**src/rtl/mem_ctrl_pkg.sv**
```systemverilog
// Shared definitions for the memory controller: access-length encoding and FSM states.
// Imported by the controller top and its fetch buffer.
package cpu_defs;

  typedef enum logic [1:0] {
    LEN_BYTE = 2'd0,
    LEN_HALF = 2'd1,
    LEN_WORD = 2'd2,
    LEN_ILL  = 2'd3
  } mem_len_e;

  typedef enum logic [2:0] {
    ST_IDLE      = 3'd0,
    ST_IF_READ   = 3'd1,
    ST_MEM_READ  = 3'd2,
    ST_MEM_WRITE = 3'd3,
    ST_DONE      = 3'd4
  } state_e;

  localparam logic [2:0] FETCH_BYTES = 3'd4;

  // The illegal encoding falls into the word case on purpose.
  function automatic logic [2:0] len_bytes(input logic [1:0] len);
    case (mem_len_e'(len))
      LEN_BYTE: return 3'd1;
      LEN_HALF: return 3'd2;
      default:  return 3'd4;
    endcase
  endfunction

endpackage

```
**src/rtl/mem_ctrl_if.sv**
```systemverilog
// Request/response bundle between the CPU pipeline (master) and mem_ctrl (slave).
// Fetch and data ports are held-request / single-cycle done pulse handshakes.
interface mem_ctrl_if #(parameter int ADDR_W = 32);

  logic              if_req;
  logic [ADDR_W-1:0] if_addr;
  logic              if_cancel;
  logic [31:0]       if_inst_o;
  logic              if_done;

  logic              mem_req;
  logic              mem_we;
  logic [1:0]        mem_len;
  logic [ADDR_W-1:0] mem_addr;
  logic [31:0]       mem_wdata;
  logic [31:0]       mem_rdata_o;
  logic              mem_done;

  modport master (
    output if_req, if_addr, if_cancel, mem_req, mem_we, mem_len, mem_addr, mem_wdata,
    input  if_inst_o, if_done, mem_rdata_o, mem_done
  );

  modport slave (
    input  if_req, if_addr, if_cancel, mem_req, mem_we, mem_len, mem_addr, mem_wdata,
    output if_inst_o, if_done, mem_rdata_o, mem_done
  );

endinterface

```
**src/rtl/mem_ctrl_fetch_buf.sv**
```systemverilog
// One-entry {valid, addr, word} cache of the last completed instruction fetch.
// Lookup is combinational; fill and clear take effect on the next clock.
module fetch_buf #(
  parameter int ADDR_W = 32
) (
  input  logic              clk,
  input  logic              rst,
  input  logic              fill_i,
  input  logic [ADDR_W-1:0] fill_addr_i,
  input  logic [31:0]       fill_word_i,
  input  logic              clr_i,
  input  logic [ADDR_W-1:0] lookup_addr_i,
  output logic              hit_o,
  output logic [31:0]       word_o
);

  logic              valid_q, valid_d;
  logic [ADDR_W-1:0] addr_q, addr_d;
  logic [31:0]       word_q, word_d;

  always_comb begin
    valid_d = valid_q;
    addr_d  = addr_q;
    word_d  = word_q;
    if (clr_i) begin
      valid_d = 1'b0;
    end else if (fill_i) begin
      valid_d = 1'b1;
      addr_d  = fill_addr_i;
      word_d  = fill_word_i;
    end
  end

  always_ff @(posedge clk or posedge rst) begin
    if (rst) begin
      valid_q <= 1'b0;
      addr_q  <= '0;
      word_q  <= '0;
    end else begin
      valid_q <= valid_d;
      addr_q  <= addr_d;
      word_q  <= word_d;
    end
  end

  assign hit_o  = valid_q && (addr_q == lookup_addr_i);
  assign word_o = word_q;

endmodule

```
**src/rtl/mem_ctrl.sv**
```systemverilog
// Byte-serial RAM controller arbitrating instruction fetch and load/store (store/load wins).
// Reads take n+2 cycles, writes n+1; optional fetch buffer under FETCH_BUF_EN.
module mem_ctrl
  import cpu_defs::*;
#(
  parameter int ADDR_W  = 32,
  parameter int RAM_LAT = 1
) (
  input  logic              clk,
  input  logic              rst,
  mem_ctrl_if.slave         bus,
  output logic [ADDR_W-1:0] ram_a,
  output logic [7:0]        ram_dout,
  output logic              ram_wr,
  input  logic [7:0]        ram_din,
  output logic              mem_busy_o
);

  localparam logic [2:0] LAT = 3'(RAM_LAT);

  state_e            state_q, state_d;
  logic [ADDR_W-1:0] base_q, base_d;
  logic [31:0]       wdata_q, wdata_d;
  logic [31:0]       rbuf_q, rbuf_d;
  logic [31:0]       inst_q, inst_d;
  logic [31:0]       rdata_q, rdata_d;
  logic [2:0]        n_q, n_d;
  logic [2:0]        cnt_q, cnt_d;
  logic              is_if_q, is_if_d;

  logic              rd_last;
  logic [1:0]        byte_idx;
  logic              fb_hit;
  logic [31:0]       fb_word;

  // Read phase counts RAM_LAT extra cycles so the last byte can arrive.
  assign rd_last  = (cnt_q == n_q + LAT - 3'd1);
  assign byte_idx = 2'(cnt_q - LAT);

`ifdef FETCH_BUF_EN
  logic fb_fill;
  logic fb_clr;

  assign fb_fill = (state_q == ST_IF_READ) && !bus.if_cancel && rd_last;
  assign fb_clr  = (state_q == ST_IDLE) && bus.mem_req && bus.mem_we;

  fetch_buf #(.ADDR_W(ADDR_W)) u_fetch_buf (
    .clk           (clk),
    .rst           (rst),
    .fill_i        (fb_fill),
    .fill_addr_i   (base_q),
    .fill_word_i   (rbuf_d),
    .clr_i         (fb_clr),
    .lookup_addr_i (bus.if_addr),
    .hit_o         (fb_hit),
    .word_o        (fb_word)
  );
`else
  assign fb_hit  = 1'b0;
  assign fb_word = '0;
`endif

  always_comb begin
    state_d  = state_q;
    base_d   = base_q;
    wdata_d  = wdata_q;
    rbuf_d   = rbuf_q;
    inst_d   = inst_q;
    rdata_d  = rdata_q;
    n_d      = n_q;
    cnt_d    = cnt_q;
    is_if_d  = is_if_q;
    ram_a    = '0;
    ram_wr   = 1'b0;
    ram_dout = 8'h00;

    unique case (state_q)
      ST_IDLE: begin
        if (bus.mem_req) begin
          base_d  = bus.mem_addr;
          wdata_d = bus.mem_wdata;
          n_d     = len_bytes(bus.mem_len);
          cnt_d   = 3'd0;
          rbuf_d  = '0;
          is_if_d = 1'b0;
          state_d = bus.mem_we ? ST_MEM_WRITE : ST_MEM_READ;
        end else if (bus.if_req && !bus.if_cancel) begin
          base_d  = bus.if_addr;
          n_d     = FETCH_BYTES;
          cnt_d   = 3'd0;
          rbuf_d  = '0;
          is_if_d = 1'b1;
          if (fb_hit) begin
            inst_d  = fb_word;
            state_d = ST_DONE;
          end else begin
            state_d = ST_IF_READ;
          end
        end
      end

      ST_IF_READ, ST_MEM_READ: begin
        if (cnt_q < n_q) ram_a = base_q + ADDR_W'(cnt_q);
        if (cnt_q >= LAT) rbuf_d[{byte_idx, 3'b000} +: 8] = ram_din;
        if (state_q == ST_IF_READ && bus.if_cancel) begin
          state_d = ST_IDLE;
        end else if (rd_last) begin
          state_d = ST_DONE;
          if (is_if_q) inst_d = rbuf_d;
          else         rdata_d = rbuf_d;
        end else begin
          cnt_d = cnt_q + 3'd1;
        end
      end

      ST_MEM_WRITE: begin
        ram_wr   = 1'b1;
        ram_a    = base_q + ADDR_W'(cnt_q);
        ram_dout = wdata_q[{cnt_q[1:0], 3'b000} +: 8];
        if (cnt_q == n_q - 3'd1) state_d = ST_DONE;
        else                     cnt_d   = cnt_q + 3'd1;
      end

      ST_DONE: state_d = ST_IDLE;

      default: state_d = ST_IDLE;
    endcase
  end

  always_ff @(posedge clk or posedge rst) begin
    if (rst) begin
      state_q <= ST_IDLE;
      base_q  <= '0;
      wdata_q <= '0;
      rbuf_q  <= '0;
      inst_q  <= '0;
      rdata_q <= '0;
      n_q     <= 3'd0;
      cnt_q   <= 3'd0;
      is_if_q <= 1'b0;
    end else begin
      state_q <= state_d;
      base_q  <= base_d;
      wdata_q <= wdata_d;
      rbuf_q  <= rbuf_d;
      inst_q  <= inst_d;
      rdata_q <= rdata_d;
      n_q     <= n_d;
      cnt_q   <= cnt_d;
      is_if_q <= is_if_d;
    end
  end

  assign bus.if_inst_o   = inst_q;
  assign bus.mem_rdata_o = rdata_q;
  assign bus.if_done     = (state_q == ST_DONE) && is_if_q;
  assign bus.mem_done    = (state_q == ST_DONE) && !is_if_q;
  assign mem_busy_o      = (state_q != ST_IDLE);

endmodule

```
**src/flat_wrapper.sv**
```systemverilog
// flat-port wrapper written by rule: the top's interface ports become plain ports
module mem_ctrl_flat import cpu_defs::*;
#(
  parameter int ADDR_W  = 32,
  parameter int RAM_LAT = 1
)
  (clk, rst, ram_a, ram_dout, ram_wr, ram_din, mem_busy_o, bus_if_req, bus_if_addr, bus_if_cancel, bus_mem_req, bus_mem_we, bus_mem_len, bus_mem_addr, bus_mem_wdata, bus_if_inst_o, bus_if_done, bus_mem_rdata_o, bus_mem_done);
  mem_ctrl_if #(.ADDR_W(ADDR_W)) bus_i ();
  input  logic clk;
  input  logic rst;
  output logic [ADDR_W-1:0] ram_a;
  output logic [7:0] ram_dout;
  output logic ram_wr;
  input  logic [7:0] ram_din;
  output logic mem_busy_o;
  input wire logic [$bits(bus_i.if_req)-1:0] bus_if_req;
  input wire logic [$bits(bus_i.if_addr)-1:0] bus_if_addr;
  input wire logic [$bits(bus_i.if_cancel)-1:0] bus_if_cancel;
  input wire logic [$bits(bus_i.mem_req)-1:0] bus_mem_req;
  input wire logic [$bits(bus_i.mem_we)-1:0] bus_mem_we;
  input wire logic [$bits(bus_i.mem_len)-1:0] bus_mem_len;
  input wire logic [$bits(bus_i.mem_addr)-1:0] bus_mem_addr;
  input wire logic [$bits(bus_i.mem_wdata)-1:0] bus_mem_wdata;
  output wire logic [$bits(bus_i.if_inst_o)-1:0] bus_if_inst_o;
  output wire logic [$bits(bus_i.if_done)-1:0] bus_if_done;
  output wire logic [$bits(bus_i.mem_rdata_o)-1:0] bus_mem_rdata_o;
  output wire logic [$bits(bus_i.mem_done)-1:0] bus_mem_done;
  assign bus_i.if_req = bus_if_req;
  assign bus_i.if_addr = bus_if_addr;
  assign bus_i.if_cancel = bus_if_cancel;
  assign bus_i.mem_req = bus_mem_req;
  assign bus_i.mem_we = bus_mem_we;
  assign bus_i.mem_len = bus_mem_len;
  assign bus_i.mem_addr = bus_mem_addr;
  assign bus_i.mem_wdata = bus_mem_wdata;
  assign bus_if_inst_o = bus_i.if_inst_o;
  assign bus_if_done = bus_i.if_done;
  assign bus_mem_rdata_o = bus_i.mem_rdata_o;
  assign bus_mem_done = bus_i.mem_done;
  mem_ctrl #(.ADDR_W(ADDR_W), .RAM_LAT(RAM_LAT)) u_core (.clk(clk), .rst(rst), .bus(bus_i), .ram_a(ram_a), .ram_dout(ram_dout), .ram_wr(ram_wr), .ram_din(ram_din), .mem_busy_o(mem_busy_o));
endmodule
```
**config.mk**
```make
export PLATFORM = sky130hd
export DESIGN_NAME = mem_ctrl_flat
export DESIGN_NICKNAME = d
export VERILOG_FILES = /design/src/rtl/mem_ctrl_pkg.sv /design/src/rtl/mem_ctrl_if.sv /design/src/rtl/mem_ctrl_fetch_buf.sv /design/src/rtl/mem_ctrl.sv /design/src/flat_wrapper.sv
export SDC_FILE = /design/constraint.sdc
export NUM_CORES = 1
export LEC_CHECK = 0
export CORE_MARGIN = 2
export CORE_UTILIZATION = 54
export DETAILED_ROUTE_END_ITERATION = 8
export PLACE_DENSITY_LB_ADDON = 0.05
export SKIP_CTS_REPAIR_TIMING = 1
export SLEW_MARGIN = 20
export SYNTH_ARGS = -nofsm -noshare
export SYNTH_HDL_FRONTEND = slang
export SYNTH_SLANG_ARGS = --single-unit
```
**constraint.sdc**
```tcl
create_clock -name clk -period 14.8 [get_ports clk]
set_clock_uncertainty 0.2 [all_clocks]
set_input_delay 1.48 -clock clk [delete_from_list [all_inputs] [get_ports clk]]
set_output_delay 1.48 -clock clk [all_outputs]
set_load 0.01 [all_outputs]
```
# After elaboration in Yosys (flattened, before gate mapping)
# Cells that the tools add are included.
# word_totals
latchBits	0
input_bits	112
mem_count	0
ff_bits	170
mem_bits_ro	0
wordCells	85
ram_bits	0
output_inout_bits	108
# classes
reduce_logical	20
n_mul	0
shifts	3
n_mux	29
n_eq_ne	13
div	0
addsub	7
bitwise	2
magnitude_cmp	2
# op_table
operator	n
$mux W32	6
$pmux W32 S2	2
$mux W3	12
$add A32 B3 Y32	1
$bwmux W32	1
$shift A8 B7 Y32 const A	1
$shiftx A32 B6 Y8	1
$shiftx A8 B7 Y32	1
$pmux W3 S3	2
$mux W8	1
$reduce_and A4 Y1	2
$neg A5 Y7	1
$add A3 B1 Y3 const B	2
$eq A3 B2 Y1 const B	2
$eq A3 B3 Y1	2
$ne A2 B2 Y1 const B	3
$pmux W3 S2	1
$reduce_and A2 Y1	3
$reduce_bool A3 Y1	2
$sub A3 B1 Y3 const B	2
$reduce_and A5 Y1	1
$logic_and A1 B1 Y1	4
$mux W1	4
$reduce_bool A2 Y1	2
15 further kinds	17

# Logic depth before layout (Yosys ltp)
# Gate-level depths: netlist of the first run.
# logic_depth
ltp_word	6
mapped_depth	9
ltp_nobuf	7

# Least setup slack after synthesis of the first run
# OpenSTA, ideal clock, no wires.
# synth_path
path_kind	register to output
start	register u_core.cnt_q[1]
end	output ram_a[26]
path_stages_with_launch	9
required_time_ns	13.120
arrival_time_ns	2.584
path_buffers	2
setup_slack_ns	10.536
path_cell_list	dfrtp_1 buf_2 inv_1 fa_1 nor2b_1 o211ai_1 clkbuf_1 nor4_1 mux2i_1
# synth_via
elab_chain_cells	3
elab_cells_between_ends	4
cone_classes	add/sub (1); order compare (1); mux (2)
# synth_lines
item	line_no	rtl
from (decl)	mem_ctrl.sv:28	logic [2:0] cnt_q, cnt_d;
from (signal assigned)	mem_ctrl.sv:149	cnt_q <= cnt_d;
$add A32 B3 Y32 or $lt A3 B3 Y1 (tied branches)	mem_ctrl.sv:103, mem_ctrl.sv:118	
$mux W32	mem_ctrl.sv:103	if (cnt_q < n_q) ram_a = base_q + ADDR_W'(cnt_q);
$pmux W32 S2 *	mem_ctrl.sv:77	unique case (state_q)
to (decl)	flat_wrapper.sv:11	output logic [ADDR_W-1:0] ram_a;
# Mark *: on every way between the ends. The rest lies on a longest branch, timed or not.

# Worst setup path in the final report of the first run
# layout_path
start	register u_core.cnt_q[0]
end	output ram_a[18]
# The elaborated chain is that of the path after synthesis.

==> flow_metrics.py, run 1 <==
metrics = {
    "run_status": {
        "outcome": "finished clean",
    },
    "synthesis": {
        "synth_nets": 1035,
        "synth_area_mm2": 0.00875,
        "synth_largest_area_cell": "dfrtp_1",
        "synth_edf_count": 0,
        "ys_types": 51,
        "synth_top_area_share": 0.486,
        "synth.most_common_cell": "nand2_1",
        "asyncSetResetFlopFracSynth": 1.00,
        "ys_seq_area_frac": 0.486,
        "yosys-top-cells-area": "dfrtp_1 49%, nand2_1 7.4%, mux2i_1 4.8%",
        "synthTopCellsByCount": "172 x nand2_1, 170 x dfrtp_1, 71 x o21ai_0",
        "syn_area_per_cell_um2": 9.62,
        "synthCells": 909,
        "ys_ff_latch": 170,
        "ys_warn_count": 0,
        "ys.flop_type": "dfrtp_1",
    },
    "placement": {
        "port_buffers": 219,
        "hpwl_mm": 14.8,
        "gp_congestion": 0.825,
        "placedCellCount": 1284,
        "post_dp_cell_area_mm2": 0.0110,
    },
    "power_and_ir_drop": {
        "p_sw_frac": 0.373,
        "ir_worst_vdd_mv": 0.137,
        "powerDensity_mw_per_mm2": 186,
        "intPower_mw": 1.36,
        "power_frac_comb": 0.426,
        "p_leak_nw": 4.96,
        "seqPwrFrac": 0.353,
        "p_sw_mw": 0.808,
        "pwr-share-clk": 0.221,
    },
    "sta": {
        "rsz0062_at_grt": "false",
        "period_share": 0.391,
        "maxSlewHeadroom": 0.342,
        "worst_slew_pin_slew_ps": 987,
        "setup_violations": 0,
        "setup_tns_ps": 0,
        "fmax_mhz": 173,
        "hold_viol": 0,
        "slew_violations": 0,
        "period_minus_slack_ps": 5790,
    },
    "worst_setup_path": {
        "worst_setup_path_end_kind": "output pin",
        "path_class": "flip-flop to output pin",
        "critPathBufInv": 3,
        "slowest_delay_ps": 990,
        "start_kind": "flip-flop",
        "cp_max_fo": 23,
        "cp_cell_sequence": "ha_1, inv_1, fa_1, nor2b_1, o211ai_1, buf_4, or4_1, a21oi_1, clkdlybuf4s50_1",
        "cp.required_ps": 13120,
        "arrival_ps": 4110,
        "crit_slowest_cell": "dfrtp_1",
        "critical_path.top_delay_family": "flip-flops",
        "reg2reg_slack_ps": 11260,
    },
    "job": {
        "drv_cap": 0,
    },
    "cells_and_area": {
        "syn2layout_area_growth_pct": 33.4,
        "design_area_mm2": 0.0117,
        "antenna_cells": 0,
        "final_util": 0.734,
        "finalNonFillerCells": 1318,
        "layout-drive-gt1-share": 0.0862,
        "fin_nets": 1215,
    },
    "clock_network": {
        "cts_max_level": 4,
        "path_clk_slew_ps": 60,
        "cts_max_path_buffers": 2,
        "cts-buffers-inserted": 17,
        "cts_sinks": 170,
        "clk_latency_ps": 430,
        "root_buffer": "clkbuf_16",
        "cts_tree": "done",
    },
    "global_route": {
        "grt_max_degree": 88,
        "grt_pass1_vias": 7447,
        "overflow": 0,
        "grt_pass1_wl_mm": 36.3,
        "gr-usage-all-layers": 0.257,
        "antenna_found_initial": 0,
    },
    "die": {
        "die_area_mm2": 0.0172,
        "start_util": 0.551,
        "row_count": 46,
        "io-pin-count": 220,
        "die_x_um": 131,
        "core_area_mm2": 0.0159,
        "die_y_um": 131,
    },
    "route": {
        "totalWireLength_mm": 21.6,
        "vias_per_cell": 5.59,
        "drc_errors": 0,
        "drtIter0Drc": 421,
        "vias": 7371,
        "wire_per_inst_um": 16.4,
        "first_pass_iters": 5,
        "ant_nets": 0,
    },
    "hold_path": {
        "hold_class": "flip-flop to flip-flop",
    },
}
[stage by stage]
step / power, mW / hold WS (ps) / setup slack (ps)
2_1_floorplan: 1.31 / 240 / 8520
3_3_place_gp: 1.66 / 254 / 9560
3_5_place_dp: 1.69 / 260 / 9480
4_1_cts: 2.18 / 276 / 9000
5_1_grt: 2.31 / 290 / 8700
6_report: 2.17 / 277 / 9010
[cells by family (layout without fill, tap and decap cells)]
logic type | after synthesis | after routing | synth area share
adders and majority gates | 14 | 14 | 0.0209
and+or+nand+nor | 356 | 356 | 0.197
DFF | 170 | 170 | 0.486
xor gates and xnor gates | 9 | 9 | 0.0107
muxes | 52 | 52 | 0.0712
AOI/OAI and AO/OA | 223 | 223 | 0.171
buffers and inverters | 85 | 278 | 0.0429
[worst register-to-register path, delay by kind of cell (launching register included)]
family	cells	cell delay [ps]
DFF	1	990
adders and majority gates	1	450
AOI/OAI and AO/OA	1	230
buffers and inverters	1	270
and+or+nand+nor	2	1350
[power by group through the flow]
stage,clock [mW],combinational [mW],sequential (mW)
after floorplan,0,0.565,0.745
after global placement,0,0.901,0.763
after detailed placement,0,0.921,0.771
after CTS,0.484,0.927,0.764
after global routing,0.504,1.02,0.792
final,0.479,0.924,0.766
[sequential cells by signal, indices dropped and copies added (netlist names)]
signal	flops
u_core.rbuf_q	32
u_core.n_q	3
u_core.wdata_q	32
u_core.bus.if_inst_o	32
u_core.bus.mem_rdata_o	32
u_core.is_if_q	1
u_core.state_q	3
u_core.cnt_q	3
u_core.base_q	32
[per-layer routing]
metal / vias up / global-route usage / wire length [um] / share of wire
met1: 3539 / 0.325 / 9000 / 0.42
met3: 45 / 0.0652 / 1180 / 0.055
met5: - / 0 / 0 / 0
met2: 224 / 0.424 / 10800 / 0.50
met4: 0 / 0.106 / 592 / 0.027
li1: 3563 / - / - / -
[placed cells by master (no fill, tap or decap), types with 10 or more instances in the layout]
cell type | Yosys | routed
o31ai_1 | 11 | 11
ha_1 | 13 | 13
a31oi_1 | 24 | 24
nor2b_1 | 23 | 23
inv_1 | 16 | 15
a21oi_2 | 28 | 28
clkbuf_16 | 0 | 17
nor2_1 | 44 | 44
nand3b_1 | 11 | 11
a22o_1 | 33 | 33
nor4_1 | 11 | 11
nand3_1 | 17 | 17
or4_1 | 10 | 10
nand2_1 | 172 | 171
a21oi_1 | 30 | 30
and2_1 | 28 | 27
o21ai_0 | 71 | 69
dfrtp_1 | 170 | 170
clkdlybuf4s50_1 | 0 | 218
mux2i_1 | 42 | 42
[final cells by class]
| type | instances | area [um^2] |
|---|---|---|
| fill | 1259 | 4220 |
| tap | 216 | 270 |
| timing repair buffer | 230 | 2290 |
| sequential | 170 | 4250 |
| inverter | 16 | 65.1 |
| clock inverter | 12 | 186 |
| multi-input combinational | 654 | 4140 |
| clock buffer | 20 | 457 |
[final timing paths]
kind / from / endpoint / cells past startpoint
setup / recovery: u_core.cnt_q[0] / ram_a[18] / 9
hold reg to reg: u_core.wdata_q[16] / u_core.wdata_q[16] / 2
max in group asynchronous: rst / u_core.rbuf_q[16] / 3
setup reg to reg: u_core.cnt_q[0] / u_core.rbuf_q[27] / 5
min in group asynchronous: rst / u_core.wdata_q[8] / 2
hold / removal: u_core.wdata_q[16] / u_core.wdata_q[16] / 2
Power figures use the tool's default switching activity.
==> run 2: changes to the inputs <==
--- a/config.mk
+++ b/config.mk
@@ -6,7 +6,7 @@
 export NUM_CORES = 1
 export LEC_CHECK = 0
 export CORE_MARGIN = 2
-export CORE_UTILIZATION = 54
+export CORE_UTILIZATION = 45
 export DETAILED_ROUTE_END_ITERATION = 8
 export PLACE_DENSITY_LB_ADDON = 0.05
 export SKIP_CTS_REPAIR_TIMING = 1
==> constraint.sdc (replaced) <==
create_clock -name clk -period 4.8 [get_ports clk]
set_clock_uncertainty 0.2 [all_clocks]
set_input_delay 0.48 -clock clk [delete_from_list [all_inputs] [get_ports clk]]
set_output_delay 0.48 -clock clk [all_outputs]
set_load 0.01 [all_outputs]
==> run 2 against run 1 <==
Clock power increased to 2.7 times the previous value; utilization decreased by 12 points; register-to-register slack got worse by 9500 ps; via count decreased by 1.1%; global-route usage decreased by 3.4 points; critical path depth decreased by 3; non-clock buffer count increased by 7; worst hold slack got worse by 7.4 ps; sequential cell count unchanged; final cell count increased by 3.9%; clock-buffer cell count decreased by 1; largest power group unchanged; highest routed layer unchanged.
==> flow_metrics.py, run 2 (synthesized netlist as in run 1, its figures left out) <==
metrics = {
    "run_status": {
        "outcome": "finished clean",
    },
    "route": {
        "vias": 7291,
        "wire_per_inst_um": 16.2,
        "first_pass_iters": 5,
        "drc_errors": 0,
        "ant_nets": 0,
        "totalWireLength_mm": 22.2,
        "vias_per_cell": 5.33,
        "drtIter0Drc": 492,
    },
    "hold_path": {
        "hold_start": "u_core.wdata_q[16]",
        "whs_path_depth": 2,
        "hold_class": "flip-flop to flip-flop",
        "whs_endpoint": "u_core.wdata_q[16]",
    },
    "clock_network": {
        "cts_sinks": 170,
        "cts_max_level": 4,
        "root_buffer": "clkbuf_16",
        "cts_tree": "done",
        "clk_latency_ps": 430,
        "path_clk_slew_ps": 60,
        "cts_max_path_buffers": 2,
        "cts-buffers-inserted": 17,
    },
    "worst_setup_path": {
        "r2r_cells": 8,
        "cp_num_cells": 6,
        "start_kind": "flip-flop",
        "path_class": "flip-flop to output pin",
        "arrival_ps": 3420,
        "critPathBufInv": 2,
        "critical_path.top_delay_family": "simple AND/OR/NAND/NOR gates",
        "cp-startpoint": "u_core.state_q[2]",
        "cp_cell_sequence": "nand3b_1, o21ai_1, buf_4, nand2_1, nor3_1, clkdlybuf4s50_1",
        "r2r_end": "u_core.bus.mem_rdata_o[4]",
        "crit_slowest_cell": "clkdlybuf4s50_1",
        "cp.required_ps": 4120,
        "cp_max_fo": 22,
        "slowest_delay_ps": 620,
        "reg2reg_slack_ps": 1750,
        "worst_setup_path_end_kind": "output pin",
        "r2r_start": "u_core.cnt_q[0]",
    },
    "placement": {
        "pre_cts_ws_ps": 1180,
        "gp_congestion": 0.832,
        "hpwl_mm": 15.0,
        "placedCellCount": 1336,
        "port_buffers": 219,
    },
    "global_route": {
        "grt_pass1_vias": 6996,
        "grt_pass1_wl_mm": 36.0,
        "grt_max_degree": 171,
        "overflow": 0,
        "gr-usage-all-layers": 0.223,
        "antenna_found_initial": 0,
    },
    "sta": {
        "fmax_mhz": 244,
        "worst_slew_pin_slew_ps": 965,
        "slew_violations": 0,
        "period_minus_slack_ps": 4100,
        "hold_viol": 0,
        "rsz0062_at_grt": "false",
        "setup_violations": 0,
        "maxSlewHeadroom": 0.356,
        "setup_ws_ps": 704,
        "setup_tns_ps": 0,
        "period_share": 0.853,
    },
    "cells_and_area": {
        "syn2layout_area_growth_pct": 33.6,
        "layout-drive-gt1-share": 0.0893,
        "fillCellCount": 1708,
        "layout_common_cells": "218 x clkdlybuf4s50_1, 172 x nand2_1, 170 x dfrtp_1",
        "mostFrequentLayoutCell": "clkdlybuf4s50_1",
        "finalNonFillerCells": 1369,
        "fin_nets": 1222,
        "antenna_cells": 0,
    },
    "power_and_ir_drop": {
        "p_leak_nw": 4.96,
        "ir_worst_vdd_mv": 0.352,
        "powerDensity_mw_per_mm2": 561,
    },
    "die": {
        "die_area_mm2": 0.0206,
        "core_area_mm2": 0.0189,
        "die_x_um": 143,
        "start_util": 0.463,
        "row_count": 50,
        "die_y_um": 143,
        "io-pin-count": 220,
    },
    "job": {
        "drv_cap": 0,
    },
}
-- run 2: worst max-delay path by stage --
stage / end / slack [ps]
floorplan: ram_a[26] / 1540
global placement: ram_a[2] / 1230
detailed placement: ram_a[2] / 1180
CTS: ram_a[2] / 710
global route: ram_a[14] / 420
finish: ram_a[2] / 700
-- run 2: final cells by class --
type,instances,area [um^2],share of cell area
sequential,170,4250,0.364
inverter,16,63.8,0.00546
multi-input combinational,654,4140,0.354
tap,260,325,0.0278
clock inverter,13,105,0.00900
timing repair buffer,237,2350,0.202
clock buffer,19,443,0.0379
-- run 2: metal layers --
metal,global-route usage,vias to the layer above,share of wire
met3,0.0570,21,0.060
met5,0,-,0
met4,0.0640,0,0.012
met1,0.299,3488,0.44
li1,-,3580,-
met2,0.359,202,0.49
-- run 2: worst reg2reg max path: cells and delay by family, from the launching register on --
kind / cells / cell delay (ps)
adders and majority gates: 1 / 370
AOI/OAI and AO/OA: 2 / 500
and+or+nand+nor: 2 / 430
buffers and inverters: 3 / 1140
DFF: 1 / 350
-- run 2: report_power, final --
group | switching [mW] | internal (mW)
registers | 0.383 | 1.92
clock network | 0.620 | 0.690
logic | 1.53 | 1.42
total | 2.53 | 4.03
-- run 2: through the flow --
stage	total power, mW	util	instance area [um^2]	hold WS [ps]
finish	6.56	0.618	11700	270
global route	7.04	0.618	11700	290
CTS	6.58	0.617	11700	275
detailed placement	5.26	0.588	11100	259
global placement	5.22	0.588	11100	253
floorplan	4.04	-	8750	240
